--- src/rtl/mc_ctrl_pkg.sv ---
// Shared definitions for the multi-cycle main control unit.
//   - Opcode values of the supported instruction subset
//   - ALUOp encodings handed to the ALU control block
//   - FSM state encoding (3 bits)
package mc_ctrl_pkg;

  localparam logic [5:0] OP_RTYPE = 6'b000000;
  localparam logic [5:0] OP_ANDI  = 6'b001100;
  localparam logic [5:0] OP_ORI   = 6'b001101;
  localparam logic [5:0] OP_ST    = 6'b010000;
  localparam logic [5:0] OP_LD    = 6'b010001;

  localparam logic [1:0] ALUOP_ADD   = 2'b00;  // add / and-imm / ld / st
  localparam logic [1:0] ALUOP_OR    = 2'b01;  // or-imm
  localparam logic [1:0] ALUOP_RTYPE = 2'b10;  // funct field decides

  typedef enum logic [2:0] {
    ST_FETCH  = 3'd0,
    ST_DECODE = 3'd1,
    ST_EXEC   = 3'd2,
    ST_MEM    = 3'd3,
    ST_WB     = 3'd4,
    ST_HALT   = 3'd5
  } state_t;

endpackage

--- src/rtl/mem_wait_timer.sv ---
// Memory wait timer: counts cycles spent waiting on mem_ready.
//   clk, rst    : clock, asynchronous active-high reset
//   i_clear     : zero the count (takes priority over i_count)
//   i_count     : one more wait cycle elapsed
//   o_expired   : this wait cycle brings the count to TIMEOUT (never when TIMEOUT = 0)
module mem_wait_timer #(
  parameter int unsigned TIMEOUT = 15,
  parameter int unsigned TMO_W   = 4
) (
  input  logic clk,
  input  logic rst,
  input  logic i_clear,
  input  logic i_count,
  output logic o_expired
);

  localparam logic [TMO_W-1:0] L_LAST = TMO_W'(TIMEOUT - 1);

  logic [TMO_W-1:0] r_cnt;

  always_ff @(posedge clk or posedge rst) begin
    if (rst)          r_cnt <= '0;
    else if (i_clear) r_cnt <= '0;
    else if (i_count) r_cnt <= r_cnt + TMO_W'(1);
  end

  // Flags the wait cycle whose increment lands on TIMEOUT, so the trap is
  // taken on the same edge the count reaches the limit. Independent of
  // i_clear to keep the path from the FSM next-state logic loop-free.
  assign o_expired = (TIMEOUT != 0) && i_count && (r_cnt == L_LAST);

endmodule

--- src/rtl/multicycle_control.sv ---
// Multi-cycle main control: sequences FETCH/DECODE/EXEC/MEM/WB, drives the
// datapath strobes, handshakes with the unified memory, traps on timeout.
//   clk, rst            : clock, asynchronous active-high reset
//   run                 : permits a new fetch
//   opcode              : IR[31:26], valid from DECODE on
//   mem_ready           : memory completes the current request
//   mem_req, i_or_d     : memory request strobe, address select (0 PC / 1 ALUOut)
//   ir_write, pc_write  : IR load, PC <= PC+4
//   ALUOp .. MemToReg   : datapath control
//   illegal_op          : one-cycle pulse on an undefined opcode
//   bus_error           : sticky memory timeout flag
//   retired             : completed-instruction count
module multicycle_control
  import mc_ctrl_pkg::*;
#(
  parameter int unsigned OPCODE_W = 6,
  parameter int unsigned TIMEOUT  = 15,
  parameter int unsigned TMO_W    = 4,
  parameter int unsigned RETIRE_W = 32
) (
  input  logic                clk,
  input  logic                rst,
  input  logic                run,
  input  logic [OPCODE_W-1:0] opcode,
  input  logic                mem_ready,
  output logic                mem_req,
  output logic                i_or_d,
  output logic                ir_write,
  output logic                pc_write,
  output logic [1:0]          ALUOp,
  output logic                RegDst,
  output logic                ALUSrc,
  output logic                RegWrite,
  output logic                MemRead,
  output logic                MemWrite,
  output logic                MemToReg,
  output logic                illegal_op,
  output logic                bus_error,
  output logic [RETIRE_W-1:0] retired
);

  localparam logic [OPCODE_W-1:0] L_RTYPE = OPCODE_W'(OP_RTYPE);
  localparam logic [OPCODE_W-1:0] L_ANDI  = OPCODE_W'(OP_ANDI);
  localparam logic [OPCODE_W-1:0] L_ORI   = OPCODE_W'(OP_ORI);
  localparam logic [OPCODE_W-1:0] L_ST    = OPCODE_W'(OP_ST);
  localparam logic [OPCODE_W-1:0] L_LD    = OPCODE_W'(OP_LD);

  state_t                r_state;
  logic [OPCODE_W-1:0]   r_op;
  logic [RETIRE_W-1:0]   r_retired;
  logic                  r_bus_error;

  state_t                w_state_fsm;
  state_t                w_state_nxt;
  logic                  w_retire;
  logic                  w_legal;
  logic                  w_tmo_clear;
  logic                  w_tmo_count;
  logic                  w_expired;

  always_comb begin
    w_legal = 1'b0;
    case (opcode)
      L_RTYPE, L_ANDI, L_ORI, L_ST, L_LD: w_legal = 1'b1;
      default:                            w_legal = 1'b0;
    endcase
  end

  // Strobes and FSM successor; rst forces every strobe low combinationally
  // so a write in flight is dropped the moment reset rises.
  always_comb begin
    mem_req     = 1'b0;
    i_or_d      = 1'b0;
    ir_write    = 1'b0;
    pc_write    = 1'b0;
    ALUOp       = ALUOP_ADD;
    RegDst      = 1'b0;
    ALUSrc      = 1'b0;
    RegWrite    = 1'b0;
    MemRead     = 1'b0;
    MemWrite    = 1'b0;
    MemToReg    = 1'b0;
    illegal_op  = 1'b0;
    w_retire    = 1'b0;
    w_state_fsm = r_state;
    if (!rst) begin
      case (r_state)
        ST_FETCH: begin
          if (run) begin
            mem_req = 1'b1;
            MemRead = 1'b1;
            if (mem_ready) begin
              ir_write    = 1'b1;
              pc_write    = 1'b1;
              w_state_fsm = ST_DECODE;
            end
          end
        end
        ST_DECODE: begin
          if (w_legal) begin
            w_state_fsm = ST_EXEC;
          end else begin
            illegal_op  = 1'b1;
            w_state_fsm = ST_FETCH;
          end
        end
        ST_EXEC: begin
          if (r_op == L_RTYPE)    ALUOp = ALUOP_RTYPE;
          else if (r_op == L_ORI) ALUOp = ALUOP_OR;
          else                    ALUOp = ALUOP_ADD;
          ALUSrc      = (r_op != L_RTYPE);
          w_state_fsm = ((r_op == L_LD) || (r_op == L_ST)) ? ST_MEM : ST_WB;
        end
        ST_MEM: begin
          mem_req  = 1'b1;
          i_or_d   = 1'b1;
          ALUSrc   = 1'b1;
          MemRead  = (r_op == L_LD);
          MemWrite = (r_op == L_ST);
          if (mem_ready) begin
            if (r_op == L_ST) begin
              w_retire    = 1'b1;
              w_state_fsm = ST_FETCH;
            end else begin
              w_state_fsm = ST_WB;
            end
          end
        end
        ST_WB: begin
          RegWrite    = 1'b1;
          RegDst      = (r_op == L_RTYPE);
          MemToReg    = (r_op == L_LD);
          w_retire    = 1'b1;
          w_state_fsm = ST_FETCH;
        end
        ST_HALT: ;
        default: w_state_fsm = ST_FETCH;
      endcase
    end
  end

  assign w_tmo_count = mem_req & ~mem_ready;
  assign w_tmo_clear = (mem_req & mem_ready) |
                       ((w_state_fsm != r_state) &&
                        ((w_state_fsm == ST_FETCH) || (w_state_fsm == ST_MEM)));

  mem_wait_timer #(
    .TIMEOUT (TIMEOUT),
    .TMO_W   (TMO_W)
  ) u_timer (
    .clk       (clk),
    .rst       (rst),
    .i_clear   (w_tmo_clear),
    .i_count   (w_tmo_count),
    .o_expired (w_expired)
  );

  assign w_state_nxt = w_expired ? ST_HALT : w_state_fsm;

  always_ff @(posedge clk or posedge rst) begin
    if (rst) begin
      r_state     <= ST_FETCH;
      r_op        <= '0;
      r_retired   <= '0;
      r_bus_error <= 1'b0;
    end else begin
      r_state <= w_state_nxt;
      if (r_state == ST_DECODE) r_op <= opcode;
      if (w_retire)             r_retired <= r_retired + RETIRE_W'(1);
      if (w_expired)            r_bus_error <= 1'b1;
    end
  end

  assign bus_error = r_bus_error;
  assign retired   = r_retired;

endmodule

--- config.mk ---
export PLATFORM = sky130hd
export DESIGN_NAME = multicycle_control
export DESIGN_NICKNAME = d
export VERILOG_FILES = /design/src/rtl/mc_ctrl_pkg.sv /design/src/rtl/mem_wait_timer.sv /design/src/rtl/multicycle_control.sv
export SDC_FILE = /design/constraint.sdc
export NUM_CORES = 1
export LEC_CHECK = 0
export BUFFER_PORTS_ARGS = -buffer_cell sky130_fd_sc_hd__buf_2
export CAP_MARGIN = 40
export CORE_MARGIN = 5
export CORE_UTILIZATION = 40
export DETAILED_ROUTE_END_ITERATION = 7
export GPL_ROUTABILITY_DRIVEN = 0
export GPL_TIMING_DRIVEN = 0
export PLACE_DENSITY = 0.63
export SYNTH_ARGS = -nofsm -noshare
export SYNTH_HDL_FRONTEND = slang
export SYNTH_SLANG_ARGS = --single-unit
--- constraint.sdc ---
create_clock -name clk -period 2.15 [get_ports clk]
set_input_delay 0.43 -clock clk [delete_from_list [all_inputs] [get_ports clk]]
set_output_delay 0.43 -clock clk [all_outputs]
set_load 0.005 [all_outputs]
==> results of run 1 <==
## sequential cells by signal (all words and copies together), names as in the netlist
register / flops
retired: 32
r_op: 6
u_timer.r_cnt: 4
r_state: 3
bus_error: 1
## per-layer routing
metal	wire length (µm)	up-vias	share of wire (%)	GRT usage, %
li1	-	976	-	-
met5	0	-	0	0
met4	63	0	1.2	4.60
met1	2360	957	45	19.7
met3	266	6	5.1	4.45
met2	2550	35	49	22.8
## worst min-delay path by stage
stage,from,to,slack (ns),cells past startpoint
6_report,rst,r_state[0],0.16,2
5_1_grt,rst,retired[29],0.18,2
4_1_cts,rst,retired[26],0.16,2
3_5_place_dp,bus_error,bus_error,0.45,1
3_3_place_gp,bus_error,bus_error,0.45,1
2_1_floorplan,bus_error,bus_error,0.46,1
## layout make-up
type                       count  area (µm²)  share of cell area (%)
multi-input combinational    180        1250                    41.2
inverter                       5        18.8                   0.621
buffer                         6        35.0                    1.16
sequential                    46        1150                    38.1
timing repair buffer          65         368                    12.2
clock buffer                   6        72.6                    2.40
clock inverter                 2        37.5                    1.24
tap                           75        93.8                    3.10
## through the flow
step / power [mW] / hold slack [ns] / setup WS (ns) / TNS (ns)
6_report: 1.95 / 0.157 / -0.0842 / -0.243
3_5_place_dp: 1.28 / 0.454 / -0.221 / -1.83
4_1_cts: 1.95 / 0.158 / -0.121 / -0.311
5_1_grt: 2.06 / 0.176 / -0.146 / -1.28
3_3_place_gp: 1.27 / 0.446 / -0.267 / -1.94
2_1_floorplan: 1.18 / 0.459 / 0.0967 / 0
## kinds of logic (layout without fill, tap and decap cells)
| group | Yosys count | after routing | share of synthesized area (%) |
|---|---|---|---|
| simple gates | 115 | 115 | 27.0 |
| flops | 46 | 46 | 48.2 |
| xor+xnor | 31 | 31 | 11.4 |
| compound gates | 24 | 24 | 6.50 |
| buf+inv | 11 | 84 | 2.10 |
| mux | 7 | 7 | 3.25 |
| fa+ha+maj | 3 | 3 | 1.57 |
## power by group
group | internal [mW] | switching, mW | total (mW)
Clock | 0.347 | 0.299 | 0.646
Sequential | 0.932 | 0.0865 | 1.02
Combinational | 0.143 | 0.138 | 0.281
Total | 1.42 | 0.524 | 1.95
## critical path, cell delays in order, from the launching register on
cell and delay [ns]:
dfrtp_1 0.41, or3_1 0.39, or4_4 0.44, nor4_2 0.13, buf_2 0.14
## synth_stat cells, drive strengths merged (4+ instances only)
master  instances  area share [%]
mux2            6             2.8
nand2          27             4.2
nor2           17             2.7
nand2b          8             2.1
nand4           9             2.6
buf             5             1.2
inv             5            0.79
and3            8             2.1
nor4            4             1.3
xnor2          22             8.1
nand3          15             3.1
dfrtp          46              48
a21oi           9             2.0
nor3           11             3.0
xor2            9             3.3
## repair_timing
action / in CTS / in global routing
pin swaps: 3 / 4
setup endpoints to repair: 25 / 31
endpoints found under the hold margin: 0 / 0
buffers inserted: 3 / 8
gates cloned: 0 / 0
gates resized for setup: 8 / 7
==> flow_summary_export.csv, run 1 <==
group,metric,value,unit
status,outcome,"complete, but fails checks",
status,violations,"negative setup slack",
detailed_routing,dr.first_iter.drc_count,114,
yosys,netlist_area,2390,µm²
timing,rsz0062_at_grt,"yes",
setup_path,reg2regPathDepth,6,
setup_path,r2r-start,"r_op[2]",
detailed_routing,vias_per_cell,5.13,
pwr,ir_worst_vdd,0.000287,V
timing,post-route-period-util,104,%
place,dp_cells,366,
detailed_routing,routed_wl,5240,µm
floorplanning,core_area,5850,µm²
cts,cts_tree,"yes",
cts,cts.clk_slew.worst_paths,0.09,ns
setup_path,critPathRequiredTime,1.72,ns
place,port_buffers,53,
timing,fin_worst_skew,0.00611,ns
yosys,ys_types,45,
cells_and_area,drive_above_1_share,32.6,%
detailed_routing,antenna_left,0,
floorplanning,dieArea,7620,µm²
hold_path,min-delay-path-class,"in2async",
floorplanning,fp.dieH,87.3,µm
detailed_routing,vias,1974,
cts,clock_latency,0.30,ns
yosys,yosys_register_bits,46,
cells_and_area,final_common_cell,"buf_2",
setup_path,crit_path_start_kind,"flop",
pwr,p_leak,1.56,nW
setup_path,r2r-end,"u_timer.r_cnt[3]",
setup_path,path_class,"reg2out",
yosys,syn_nets,250,
yosys,yosysWarningCount,0,
setup_path,ff2ff_setup_slack,0,ns
cts,postCtsHoldBufs,0,
yosys,synth_edf_count,0,
flow_run,drv_cap,0,
global_routing,track_usage,14.7,%
floorplanning,initial_core_util,40.8,%
timing,worst_slew_pin_slew,0.394,ns
timing,min_period,2.23,ns
floorplanning,die_x,87.3,µm
cts,clockBufferDepth,2,
cells_and_area,finalInstanceArea,3020,µm²
cells_and_area,num_antenna_cells,0,
global_routing,grt_overflow,0,
timing,slew_headroom,73.8,%
cts,cts_sinks,46,
cells_and_area,stdcell_count,385,
cts,clock-root-buffer,"clkbuf_8",
global_routing,grt_antenna_before_repair,0,
global_routing,grt_max_degree,37,
setup_path,crit_end,"RegDst",
global_routing,grt_pass1_vias,1910,
yosys,synth-seq-area-share,48.2,%
setup_path,arrival,1.80,ns
cts,cts.htree.levels,2,
setup_path,cp-end-kind,"primary output",
yosys,synth_cells,237,
timing,fin_ws,-0.0842,ns
detailed_routing,wire_per_inst,13.6,µm
timing,maxSlewViolCount,0,
timing,finalSetupViolations,4,
yosys,avgSynthCellArea,10.1,µm²
detailed_routing,drc,0,
cts,cts_buffers,5,
cells_and_area,utilization,51.7,%
floorplanning,ioPinCount,56,
yosys,ys.flop_type,"dfrtp_1",
global_routing,grt_pass1_wl,8910,µm
cells_and_area,nNetsFinal,322,
floorplanning,num_rows,28,
timing,finalHoldViolCount,0,
place,hpwl,3850,µm
setup_path,crit_path_max_fanout,3,
detailed_routing,drtPass1Iterations,4,
timing,fmaxAchievable,0.448,GHz
pwr,power_density,644,nW/µm²
place,dpl_cell_area,2770,µm²
cells_and_area,area_growth,26.6,%
cells_and_area,most-common-layout-cells,"buf_2, dfrtp_1, nand2_1",
yosys,async_flop_share,100,%
setup_path,worstSetupStartpoint,"r_op[1]",
cells_and_area,fillers,571,
Power figures use the tool's default switching activity.
==> run 2, diff against run 1 <==
--- a/config.mk
+++ b/config.mk
@@ -5,14 +5,14 @@
 export SDC_FILE = /design/constraint.sdc
 export NUM_CORES = 1
 export LEC_CHECK = 0
-export BUFFER_PORTS_ARGS = -buffer_cell sky130_fd_sc_hd__buf_2
 export CAP_MARGIN = 40
 export CORE_MARGIN = 5
 export CORE_UTILIZATION = 40
 export DETAILED_ROUTE_END_ITERATION = 7
+export DONT_BUFFER_PORTS = 1
 export GPL_ROUTABILITY_DRIVEN = 0
 export GPL_TIMING_DRIVEN = 0
-export PLACE_DENSITY = 0.63
+export PLACE_DENSITY = 0.55
 export SYNTH_ARGS = -nofsm -noshare
 export SYNTH_HDL_FRONTEND = slang
 export SYNTH_SLANG_ARGS = --single-unit
==> flow_summary_export.csv, run 2 (synthesis gave the netlist of run 1 again) <==
group,metric,value,unit
timing,slew_headroom,67.3,%
setup_path,arrival,1.75,ns
cells_and_area,num_antenna_cells,0,
floorplanning,die_x,87.3,µm
detailed_routing,routed_wl,5090,µm
floorplanning,core_area,5850,µm²
timing,worst_slew_pin_slew,0.491,ns
setup_path,cp-end-kind,"primary output",
detailed_routing,drc,0,
detailed_routing,drtPass1Iterations,4,
cells_and_area,final_common_cell,"dfrtp_1",
setup_path,r2r-start,"r_state[2]",
global_routing,grt_pass1_vias,1705,
status,outcome,"complete, but fails checks",
place,port_buffers,0,
cts,cts.clk_slew.worst_paths,0.08,ns
cts,cts_sinks,46,
pwr,p_int,1.41,mW
floorplanning,num_rows,28,
timing,finalSetupViolations,3,
floorplanning,dieArea,7620,µm²
pwr,switching_share,26.9,%
detailed_routing,vias,1739,
cts,clockBufferDepth,2,
detailed_routing,dr.first_iter.drc_count,93,
detailed_routing,wire_per_inst,15.5,µm
cells_and_area,area_growth,16.4,%
setup_path,reg2regPathDepth,8,
floorplanning,ioPinCount,56,
timing,min_period,2.18,ns
timing,hold_ws,0.169,ns
setup_path,path_class,"reg2out",
timing,maxSlewViolCount,0,
setup_path,crit_path_max_fanout,3,
hold_path,min-delay-path-class,"in2async",
cells_and_area,nNetsFinal,266,
detailed_routing,antenna_left,0,
flow_run,drv_cap,0,
detailed_routing,vias_per_cell,5.29,
place,dp_cells,313,
global_routing,track_usage,14.3,%
floorplanning,fp.dieH,87.3,µm
cells_and_area,stdcell_count,329,
pwr,switchingPower,518,µW
pwr,pwr-share-clk,32.7,%
pwr,seqPwrFrac,54.0,%
cells_and_area,most-common-layout-cells,"dfrtp_1, nand2_1, xnor2_1",
timing,fin_ws,-0.0310,ns
timing,fmaxAchievable,0.459,GHz
setup_path,r2r-end,"retired[23]",
setup_path,ff2ff_setup_slack,0.11,ns
cells_and_area,fillers,546,
global_routing,grt_overflow,0,
timing,post-route-period-util,101,%
timing,rsz0062_at_grt,"yes",
cts,clock_latency,0.29,ns
setup_path,critPathRequiredTime,1.72,ns
cells_and_area,largest_reg_flops,32,
timing,finalHoldViolCount,0,
pwr,p_leak,1.26,nW
floorplanning,initial_core_util,40.8,%
pwr,ir_worst_vdd,0.000377,V
global_routing,grt_max_degree,39,
timing,fin_worst_skew,0.00409,ns
cts,cts_buffers,5,
global_routing,grt_antenna_before_repair,0,
cts,cts.htree.levels,2,
status,violations,"negative setup slack",
cells_and_area,drive_above_1_share,21.3,%
cts,clock-root-buffer,"clkbuf_8",
setup_path,crit_path_start_kind,"flop",
place,hpwl,3660,µm
pwr,pwr-share-comb,13.3,%
timing,setup_tns,-0.0703,ns
cells_and_area,utilization,47.5,%
cts,cts_tree,"yes",
global_routing,grt_pass1_wl,8650,µm
place,dpl_worst_slack,-0.260,ns
pwr,power_density,692,nW/µm²
==> run 2: worst max path at each step <==
| stage | startpoint | end | slack (ns) | depth (start not counted) |
|---|---|---|---|---|
| floorplan | rst | retired[23] | 0.1 | 7 |
| CTS | r_op[1] | ALUSrc | -0.01 | 4 |
| global placement | rst | u_timer.r_cnt[3] | -0.31 | 7 |
| detailed placement | r_state[1] | u_timer.r_cnt[2] | -0.26 | 7 |
| finish | r_op[1] | ALUSrc | -0.03 | 4 |
| global route | r_op[1] | ALUSrc | -0.1 | 4 |
==> run 2: metal layers <==
| layer | share of wire (%) | wire length, µm | track usage [%] | vias up |
|---|---|---|---|---|
| met4 | 0.82 | 42 | 4.04 | 0 |
| li1 | - | - | - | 869 |
| met2 | 47 | 2390 | 21.0 | 39 |
| met3 | 7.4 | 377 | 5.58 | 4 |
| met5 | 0 | 0 | 0 | - |
| met1 | 45 | 2280 | 19.5 | 827 |
==> run 2: repair_timing <==
action	4_1_cts	5_1_grt
pin swaps	2	6
endpoints found under the setup margin	27	35
resized for setup	12	13
hold buffers	0	0
setup buffers	4	4
==> run 2: worst max-delay path, stage by stage (launching register included) <==
cell     delay (ns)
dfrtp_1        0.43
or3_4          0.40
or4_4          0.46
nor2_1         0.11
nor2_1         0.06
==> run 2: cell type report <==
cell class	count	area, µm²	area share, %
buffer	6	32.5	1.17
timing repair buffer	9	83.8	3.01
clock buffer	5	68.8	2.47
inverter	5	18.8	0.675
tap	75	93.8	3.37
sequential	46	1150	41.5
clock inverter	3	40.0	1.44
multi-input combinational	180	1290	46.3
==> run 2: power groups by stage <==
stage	Sequential (mW)	Clock, mW	Combinational (mW)
floorplan	1.01	0	0.168
global placement	1.04	0	0.196
detailed placement	1.04	0	0.204
CTS	1.03	0.653	0.240
global route	1.06	0.691	0.290
finish	1.04	0.630	0.256
==> run 2: through the flow <==
step           instance area (µm²)  power, mW
2_1_floorplan                 2390       1.18
3_3_place_gp                  2480       1.24
3_5_place_dp                  2500       1.25
4_1_cts                       2710       1.92
5_1_grt                       2780       2.04
6_report                      2780       1.93
